## config.mk

```make
export PLATFORM = sky130hd
export DESIGN_NAME = param_fifo
export DESIGN_NICKNAME = d
export VERILOG_FILES = /design/src/rtl/param_fifo.sv
export SDC_FILE = /design/constraint.sdc
export NUM_CORES = 1
export LEC_CHECK = 0
export CAP_MARGIN = 0
export CELL_PAD_IN_SITES_DETAIL_PLACEMENT = 0
export CELL_PAD_IN_SITES_GLOBAL_PLACEMENT = 1
export CORE_MARGIN = 2
export CORE_UTILIZATION = 35
export CTS_CLUSTER_DIAMETER = 100
export DETAILED_ROUTE_END_ITERATION = 8
export PLACE_DENSITY = 0.65
export SLEW_MARGIN = 20
export SYNTH_ARGS = -nofsm -noshare
export SYNTH_HDL_FRONTEND = slang
export SYNTH_SLANG_ARGS = --single-unit
```

## constraint.sdc

```tcl
create_clock -name clk -period 2.6 [get_ports clk]
set_clock_uncertainty 0.1 [all_clocks]
set_input_delay 0.26 -clock clk [delete_from_list [all_inputs] [get_ports clk]]
set_output_delay 0.26 -clock clk [all_outputs]
set_load 0.02 [all_outputs]
```

## src/rtl/param_fifo.sv

```systemverilog
// param_fifo: parametrised single-clock FIFO with programmable thresholds, occupancy count,
// sticky overflow/underflow flags, synchronous flush and registered or first-word-fall-through output.
module param_fifo #(
    parameter int DEPTH      = 8,
    parameter int DATA_WIDTH = 8,
    parameter int AF_LVL     = 6,
    parameter int AE_LVL     = 2,
    parameter bit FWFT       = 1'b0
) (
    input  logic                    clk,
    input  logic                    rst,
    input  logic                    wren,
    input  logic [DATA_WIDTH-1:0]   i_data,
    input  logic                    rden,
    input  logic                    flush,
    input  logic                    clr_err,
    output logic [DATA_WIDTH-1:0]   o_data,
    output logic                    full,
    output logic                    empty,
    output logic                    almost_full,
    output logic                    almost_empty,
    output logic [$clog2(DEPTH):0]  count,
    output logic                    overflow,
    output logic                    underflow
);
    localparam int AW = $clog2(DEPTH);
    localparam int CW = AW + 1;

    if ((DEPTH < 2) || ((DEPTH & (DEPTH - 1)) != 0) || (AE_LVL < 0) || (AE_LVL >= AF_LVL) || (AF_LVL > DEPTH)) begin : g_bad_params
        $error("param_fifo: illegal DEPTH/AE_LVL/AF_LVL combination");
    end

    logic [DATA_WIDTH-1:0] mem [DEPTH];
    logic [AW-1:0]         wr_ptr, rd_ptr;
    logic                  rd_ok, rd_acc, wr_acc, ov_set, un_set;

    // A read on a full FIFO frees a slot, letting a same-cycle write through
    assign rd_ok  = rden && !empty;
    assign rd_acc = rd_ok && !flush;
    assign wr_acc = wren && (!full || rd_ok) && !flush;
    assign ov_set = wren && full && !rd_ok && !flush;
    assign un_set = rden && empty && !flush;

    assign empty        = count == '0;
    assign full         = count == CW'(DEPTH);
    assign almost_full  = count >= CW'(AF_LVL);
    assign almost_empty = count <= CW'(AE_LVL);

    always_ff @(posedge clk) begin
        if (wr_acc) mem[wr_ptr] <= i_data;
    end

    always_ff @(posedge clk or posedge rst) begin
        if (rst) begin
            wr_ptr    <= '0;
            rd_ptr    <= '0;
            count     <= '0;
            overflow  <= 1'b0;
            underflow <= 1'b0;
        end else begin
            wr_ptr    <= flush ? '0 : wr_ptr + AW'(wr_acc);
            rd_ptr    <= flush ? '0 : rd_ptr + AW'(rd_acc);
            count     <= flush ? '0 : count + CW'(wr_acc) - CW'(rd_acc);
            overflow  <= ov_set || (overflow && !clr_err);
            underflow <= un_set || (underflow && !clr_err);
        end
    end

    if (FWFT) begin : g_fwft
        assign o_data = empty ? '0 : mem[rd_ptr];
    end else begin : g_reg
        always_ff @(posedge clk or posedge rst) begin
            if (rst) o_data <= '0;
            else if (rd_acc) o_data <= mem[rd_ptr];
        end
    end
endmodule

```

# ---- Word-level counts from Yosys, hierarchy flattened
# Memories as Yosys holds them, arrays and structs flattened. A register that Yosys moved wholly into a read port is not among the register bits.
# Index checks and enable logic that the tools add are counted.
dict set report word_totals {
  ff_bits 12
  latch_bits 0
  ram_bits 64
  mem_bits_ro 0
  input_bits 14
  out_inout_bits 18
  wordCells 38
  mem_count 1
}
dict set report classes {
  addsub 4
  n_mul 0
  n_div 0
  magnitude_cmp 2
  eq_ne 1
  n_shift 0
  mux 5
  bitwise_logic 0
  n_reduce_logical 20
}
# memory depth word_bits read_ports rd_ports_with_merged_regs write_ports line
set memory_table {}
lappend memory_table {mem 8 8 1 1 1 33} ;# logic [DATA_WIDTH-1:0] mem [DEPTH];
# op n
set ops {}
lappend ops {{logical AND 1 bit} 11}
lappend ops {{adder 3 x 1 -> 3 bit} 2}
lappend ops {{two-way mux 3 bit} 2}
lappend ops {{logical NOT 1 bit} 5}
lappend ops {{adder 4 x 1 -> 4 bit} 1}
lappend ops {{== test 4 bit, second input constant} 1}
lappend ops {{greater-or-equal comparator 4 x 3 -> 1 bit, second input constant} 1}
lappend ops {{less-or-equal comparator 4 x 2 -> 1 bit, second input constant} 1}
lappend ops {{logical NOT 4 bit} 1}
lappend ops {{two-way mux 4 bit} 1}
lappend ops {{subtractor 4 x 1 -> 4 bit} 1}
lappend ops {{logical OR 1 bit} 3}
lappend ops {{two-way mux 1 bit} 2}

# ---- Longest topological paths before layout
# Gate-level depths: netlist of the first run.
dict set report logic_depth {
  word_depth 9
  mapped_depth 12
  mapped_depth_nobuf 12
}

# ---- Least setup slack after synthesis of the first run
# Ideal clock, no wire load.
dict set report synth_timing {
  kind {flip-flop to flip-flop}
  startpoint {register count[2]}
  endpoint {register count[2]}
  setup_ns 0.132
  arrival_ns 2.367
  t_required_ns 2.368
  path_slack_ns 0.001
  stages_incl_launch_ff 13
  path_buffers 0
  synth_period_minus_slack_ns 2.599
  cell_sequence {dfrtp_1 > inv_1 > ha_1 > nor3b_2 > nand2_2 > nand2b_4 > ha_1 > inv_1 > ha_1 > inv_1 > fa_1 > xor2_1 > nor2_1}
}
dict set report synth_via {
  word_cells_on_any_way 12
  cone_classes {add/sub (2); eq/ne (1); mux (1); reduce/logical (8)}
}
# item line
set synth_rtl {}
lappend synth_rtl {{start, declared} 22} ;# output logic [$clog2(DEPTH):0] count,
lappend synth_rtl {{start signal, assigned} 63} ;# count <= flush ? '0 : count + CW'(wr_acc) - CW'(rd_acc);
lappend synth_rtl {{== test 4 bit} 45} ;# assign full = count == CW'(DEPTH);
lappend synth_rtl {{via full} 18} ;# output logic full,
lappend synth_rtl {{logical NOT 1 bit} 40} ;# assign wr_acc = wren && (!full || rd_ok) && !flush;
lappend synth_rtl {{logical OR 1 bit} 40}
lappend synth_rtl {{logical AND 1 bit (2 in a row)} 40}
lappend synth_rtl {{adder 4 x 1 -> 4 bit} 63}
lappend synth_rtl {{subtractor 4 x 1 -> 4 bit} 63}
lappend synth_rtl {{two-way mux 4 bit} 63}
# The timed path passes the listed nets, and every way through them passes these cells.

# ---- Worst setup path after layout of the first run
dict set report layout_timing {
  startpoint {register count[2]}
  endpoint {output port empty}
}
dict set report layout_via {
  elab_chain_len 1
}
# item line
set layout_lines {}
lappend layout_lines {{logical NOT 4 bit} 44} ;# assign empty = count == '0;
lappend layout_lines {{end, declared} 19} ;# output logic empty,
# Every way passes these cells.

==> summary.md, run 1 <==
| Metric | Value |
|---|---|
| Worst Setup Start Kind | `register` |
| Slew Limit Fails | `0` |
| Wire per inst | `16.3 um` |
| Post-synth EDFFs | `64` |
| Avg Vias per Cell | `4.67` |
| Root Driver | `clkbuf_8` |
| Area delta synth->final | `19.5%` |
| Final number of setup-violating endpoints | `0` |
| RSZ-0062 raised after global routing | `false` |
| TNS Setup | `0 ns` |
| Share of cells above drive strength 1 | `16.3%` |
| Die area | `11200 um^2` |
| H-tree depth | `3` |
| Row count | `37` |
| Worst vdd ir | `328 uV` |
| Synth Warn # | `0` |
| Die Width | `106 um` |
| Top cells by count, synth | `edfxtp_1 (64), mux2i_1 (32), dfrtp_1 (20), a22oi_1 (16)` |
| Pwr dens | `867 nW/um^2` |
| Async set-reset flop share out of synthesis | `23.8%` |
| Max-cap viol count | `0` |
| DRC | `0` |
| Slew headroom | `48.6%` |
| Antenna violations before repair | `0` |
| Clock slew at reported path FFs | `0.09 ns` |
| Distinct cells, synth | `38` |
| Avg Inst Size Synth | `15.3 um^2` |
| Number of global-route vias before repair | `2009` |
| Peak Freq | `414 MHz` |
| Max clock buf depth | `2` |
| Leak | `1.57 nW` |
| WL final | `6950 um` |
| Status | `finished clean` |
| Crit. End Element | `primary output` |
| CTS tree | `done` |
| Final hold vios | `0` |
| Sequential share of the synthesized area | `67.0%` |
| DRT Pass-1 Iters | `4` |
| Ys flop type | `edfxtp_1` |
| Area contributors post-synth | `edfxtp_1 (53%), dfrtp_1 (14%), mux2i_1 (8.9%)` |
| Critical R2R Capture | `count[2]$_DFF_PP0_` |
| GPL Wtd Cong | `0.712` |
| Buffers on Ports | `31` |
| Initial DRC count | `85` |
| Sink Count | `84` |
| CORE AREA | `10200 um^2` |
| Mapped Nets | `264` |
| CP Data Required Time | `2.24 ns` |
| Antenna viol nets, final | `0` |
| Most frequent cell after synthesis | `edfxtp_1` |
| Die height | `106 um` |
| Global-route wire length before repair | `11100 um` |
| Final #Nets | `311` |
| HPWL after DPL | `4370 um` |
| Clk Latency, worst-skew pair | `0.35 ns` |
| Post-synth top area share | `53.2%` |
| Cell Area, Synth | `3610 um^2` |
| Critical-path maximum fanout | `10` |
| Reg2Reg Depth | `12` |
| Crit. Startpoint | `count[2]$_DFF_PP0_` |
| CP Class | `register to primary output` |
| Crit path arrival time | `2.06 ns` |
| Non-Filler Instances | `425` |
| GRT Util Overall | `13.5%` |
| Inserted Clock Buffers | `9` |
| Hold buffers post-CTS | `0` |
| Worst Tran Pin Value | `0.768 ns` |
| HP Class | `input port to asynchronous set/reset pin` |
| Synth Instances | `237` |
| Placed instance count | `408` |
| Final Cycle Share | `92.9%` |
| Post-synth top area cell | `edfxtp_1` |
| Largest net degree at the start of global routing | `34` |
| R2R Path Start | `count[2]$_DFF_PP0_` |
| Worst R2R Setup Slack | `0.19 ns` |
| Starting Density | `35.5%` |
| Seq cells post-synth | `84` |
| Antenna diode count | `0` |
| CP endpoint | `empty` |
| Total gr overflow | `0` |
| I/O pins | `32` |
| Via count | `1983` |
| Min cycle time layout | `2.42 ns` |
worst min-delay path by stage:
stage                       endpoint  slack (ns)
2_1_floorplan     count[0]$_DFF_PP0_        0.12
3_3_place_gp   o_data[5]$_DFFE_PP0P_        0.39
3_5_place_dp   o_data[6]$_DFFE_PP0P_        0.40
4_1_cts        o_data[2]$_DFFE_PP0P_        0.28
5_1_grt        o_data[2]$_DFFE_PP0P_        0.33
6_report       o_data[2]$_DFFE_PP0P_        0.24
worst max-delay path: stages (launching register included):
cell and delay [ns]:
dfrtp_1 0.41, inv_2 0.10, ha_2 0.19, nor3b_4 0.19, buf_4 0.19, clkdlybuf4s50_1 0.62
cells by family after synthesis:
| group | after synthesis | synth area share, % |
|---|---|---|
| xor+xnor | 4 | 0.969 |
| mux | 32 | 8.86 |
| fa+ha+maj | 13 | 4.71 |
| buf+inv | 20 | 3.81 |
| simple gates | 55 | 9.21 |
| compound gates | 29 | 5.43 |
| flops | 84 | 67.0 |
where the power goes:
group	switching [mW]	total (mW)	internal (mW)	leakage, nW
sequential	0.0834	1.65	1.56	0.840
clock	0.500	0.958	0.458	0.105
combinational	0.592	1.14	0.549	0.628
total	1.18	3.75	2.57	1.57
state kept, by name (all words and copies together) (netlist names):
name / flops
count: 4
o_data: 8
mem: 64
overflow: 1
wr_ptr: 3
rd_ptr: 3
underflow: 1
timing repair:
item	CTS	global route
endpoints found under the setup margin	1	4
buffers inserted	1	0
resized for setup	0	4
metrics by stage:
step	power [mW]	utilization (%)	setup WS, ns	instance area [um^2]	hold WS [ns]
detailed placement	2.80	40.3	0.133	4100	0.396
global route	3.97	42.4	0.0107	4320	0.334
global placement	2.79	40.3	0.197	4100	0.391
finish	3.75	42.4	0.184	4320	0.242
floorplan	2.43	-	0.00107	3610	0.124
CTS	3.78	42.3	0.0884	4310	0.281
per-layer routing:
layer | part of all wire [%] | global-route usage (%) | wire [um] | vias up
li1 | - | - | - | 963
met1 | 50 | 19.4 | 3450 | 974
met2 | 45 | 19.2 | 3150 | 38
met3 | 3.7 | 2.84 | 254 | 8
met4 | 1.4 | 6.77 | 99 | 0
met5 | 0 | 0 | 0 | -
layout by cell type (no fill, tap or decap), types with 2 or more instances in the layout:
cell type	count
nor2_1	7
clkbuf_8	9
buf_4	15
nand2_1	12
nand3_1	8
nor3_1	3
mux2i_1	32
edfxtp_1	64
inv_1	7
nor2b_1	7
ha_1	11
clkdlybuf4s50_1	31
nor2_2	3
inv_6	4
a22oi_1	16
o21ai_0	8
xnor2_1	3
inv_2	2
nand2b_1	5
dfrtp_1	20
layout make-up:
class,instances,area (um^2)
fillers,931,5870
well taps,136,170
inverters,10,40.0
clock inverters,7,78.8
repair buffers,46,423
flip-flops and latches,84,2420
clock buffers,9,124
multi-input cells,133,1060
No activity file was read; power rests on OpenSTA's default activity.
==> run 2, diff against run 1 <==
--- a/config.mk
+++ b/config.mk
@@ -10,7 +10,6 @@
 export CELL_PAD_IN_SITES_GLOBAL_PLACEMENT = 1
 export CORE_MARGIN = 2
 export CORE_UTILIZATION = 35
-export CTS_CLUSTER_DIAMETER = 100
 export DETAILED_ROUTE_END_ITERATION = 8
 export PLACE_DENSITY = 0.65
 export SLEW_MARGIN = 20
==> results of run 2 <==
No change in the layout: final DEF, timing and power equal those of run 1.
==> run 3, diff against run 2 <==
--- a/config.mk
+++ b/config.mk
@@ -9,9 +9,9 @@
 export CELL_PAD_IN_SITES_DETAIL_PLACEMENT = 0
 export CELL_PAD_IN_SITES_GLOBAL_PLACEMENT = 1
 export CORE_MARGIN = 2
-export CORE_UTILIZATION = 35
+export CORE_UTILIZATION = 45
 export DETAILED_ROUTE_END_ITERATION = 8
-export PLACE_DENSITY = 0.65
+export PLACE_DENSITY = 0.79
 export SLEW_MARGIN = 20
 export SYNTH_ARGS = -nofsm -noshare
 export SYNTH_HDL_FRONTEND = slang
==> summary.md, run 3 (same netlist as run 1, synthesis figures left out) <==
| Metric | Value |
|---|---|
| Max clock buf depth | `2 (unchanged)` |
| Worst R2R Setup Slack | `0.18 ns (about the same)` |
| Biggest regs | `mem: 64 flops, o_data: 8 flops, count: 4 flops` |
| CP Data Required Time | `2.78 ns (+0.54 ns)` |
| Filler instances | `659 (-29%)` |
| Clk Latency, worst-skew pair | `0.35 ns (about the same)` |
| Slew headroom | `47.7% (-0.84 points)` |
| Multi-input logic area | `1060 um^2 (-0.35%)` |
| Final Cycle Share | `93.2% (+0.25 points)` |
| Leak | `1.58 nW (+0.33%)` |
| Antenna viol nets, final | `0 (unchanged)` |
| Die area | `8770 um^2 (-21%)` |
| DRC | `0 (unchanged)` |
| Slew Limit Fails | `0 (unchanged)` |
| Worst Setup Start Kind | `register` |
| Total gr overflow | `0 (unchanged)` |
| Die Width | `93.6 um (-11%)` |
| Die height | `93.6 um (-11%)` |
| Number of global-route vias before repair | `1965 (-2.2%)` |
| Min cycle time layout | `2.42 ns (+0.00648 ns)` |
| Largest net degree at the start of global routing | `33 (-2.9%)` |
| TNS Setup | `0 ns (unchanged)` |
| RSZ-0062 raised after global routing | `false` |
| Share of cells above drive strength 1 | `16.2% (-0.11 points)` |
| Sink Count | `84 (unchanged)` |
| Peak Freq | `413 MHz (-0.27%)` |
| Antenna diode count | `0 (unchanged)` |
| DRT Pass-1 Iters | `4 (unchanged)` |
| Reg2Reg Depth | `12 (unchanged)` |
| Pwr dens | `867 nW/um^2 (about the same)` |
| Via count | `2031 (+2.4%)` |
| CP Class | `register to register` |
| WL final | `6870 um (-1.1%)` |
| HPWL after DPL | `4360 um (about the same)` |
| Crit path arrival time | `2.60 ns (+0.54 ns)` |
| I/O pins | `32 (unchanged)` |
| HP Class | `input port to asynchronous set/reset pin` |
| Status | `finished clean` |
| Critical-path maximum fanout | `4 (-6)` |
| Final number of setup-violating endpoints | `0 (unchanged)` |
| Avg Vias per Cell | `5.17 (+11%)` |
| GRT Util Overall | `17.0% (+3.5 points)` |
| Final #Nets | `313 (+0.64%)` |
| Met3 Use GR | `4.35% (+1.5 points)` |
| Root Driver | `clkbuf_8` |
| Global-route wire length before repair | `10600 um (-4.5%)` |
| CTS tree | `done` |
| Row count | `32 (-14%)` |
| Register area | `2420 um^2 (unchanged)` |
| Met1 Usage GRT | `22.4% (+3.0 points)` |
| Hold buffers post-CTS | `0 (unchanged)` |
| GPL Wtd Cong | `0.719 (+1.0%)` |
| Most frequent cells in the layout | `edfxtp_1 (64), mux2i_1 (32), clkdlybuf4s50_1 (31)` |
| Clock slew at reported path FFs | `0.08 ns (about the same)` |
| Max reg flops | `64 (unchanged)` |
| Area delta synth->final | `18.6%` |
| Worst vdd ir | `380 uV (+16%)` |
| Met2 GRT Util | `27.3% (+8.1 points)` |
| Worst Tran Pin Value | `0.783 ns (+0.0145 ns)` |
| Inserted Clock Buffers | `9 (unchanged)` |
| Final hold vios | `0 (unchanged)` |
| Total Power | `3.72 mW (-0.78%)` |
| CORE AREA | `7770 um^2 (-24%)` |
| Commonest non-fill, non-tap cell in the layout | `edfxtp_1` |
| H-tree depth | `3 (unchanged)` |
| Crit. End Element | `register` |
| Max-cap viol count | `0 (unchanged)` |
| Starting Density | `46.5% (+11 points)` |
| Antenna violations before repair | `0 (unchanged)` |
| Top reg by flops | `mem` |
| Most Crowded Layer GR | `met2` |
| Wire per inst | `17.5 um (+7.0%)` |
| Buffers on Ports | `31 (unchanged)` |
| Initial DRC count | `126 (+48%)` |
-- run 3: worst paths after layout --
check | startpoint | to
max | count[2]$_DFF_PP0_ | count[2]$_DFF_PP0_
min | rst | o_data[7]$_DFFE_PP0P_
max reg2reg | count[2]$_DFF_PP0_ | count[2]$_DFF_PP0_
min reg2reg | o_data[1]$_DFFE_PP0P_ | o_data[1]$_DFFE_PP0P_
max in group asynchronous | rst | count[3]$_DFF_PP0_
min in group clk | o_data[1]$_DFFE_PP0P_ | o_data[1]$_DFFE_PP0P_
-- run 3: layout make-up --
| class | count | area share [%] |
|---|---|---|
| sequential | 84 | 56.5 |
| multi-input combinational | 133 | 24.7 |
| timing repair buffer | 48 | 10.2 |
| clock buffer | 11 | 3.30 |
| tap | 102 | 2.98 |
| clock inverter | 5 | 1.40 |
| inverter | 10 | 0.934 |
-- run 3: worst max-delay path: stages, from the launching register on --
cell and delay (ns):
dfrtp_1 0.42, inv_2 0.10, ha_2 0.19, nor3b_4 0.19, buf_4 0.16, nor2_8 0.04
ha_1 0.28, inv_1 0.05, ha_1 0.15, inv_1 0.06, fa_1 0.37, xor2_1 0.15
nor2_1 0.09
-- run 3: through the flow --
stage                     cell area, um^2  hold WS [ns]  std cells  setup slack, ns  utilization (%)
final                                4290         0.255        393            0.178             55.2
after global routing                 4290         0.323        393          0.00503             55.2
after CTS                            4280         0.265        392           0.0963             55.1
after global placement               4070         0.389        375            0.199             52.4
after floorplan                      3610         0.124        237          0.00107                -
after detailed placement             4070         0.393        375            0.129             52.4
-- run 3: per-layer routing --
metal	part of all wire, %	up-vias
met5	0	-
met1	46	986
met4	2.1	0
met2	46	62
li1	-	971
met3	6.4	12
-- run 3: where the power goes --
group	total (mW)	internal [mW]	switching (mW)
clock network	0.933	0.474	0.459
logic	1.14	0.550	0.587
registers	1.65	1.56	0.0838
total	3.72	2.59	1.13
-- run 3: repair_timing --
action | CTS | global route
endpoints found under the setup margin | 1 | 2
gates resized for setup | 0 | 3
setup buffers | 1 | 1
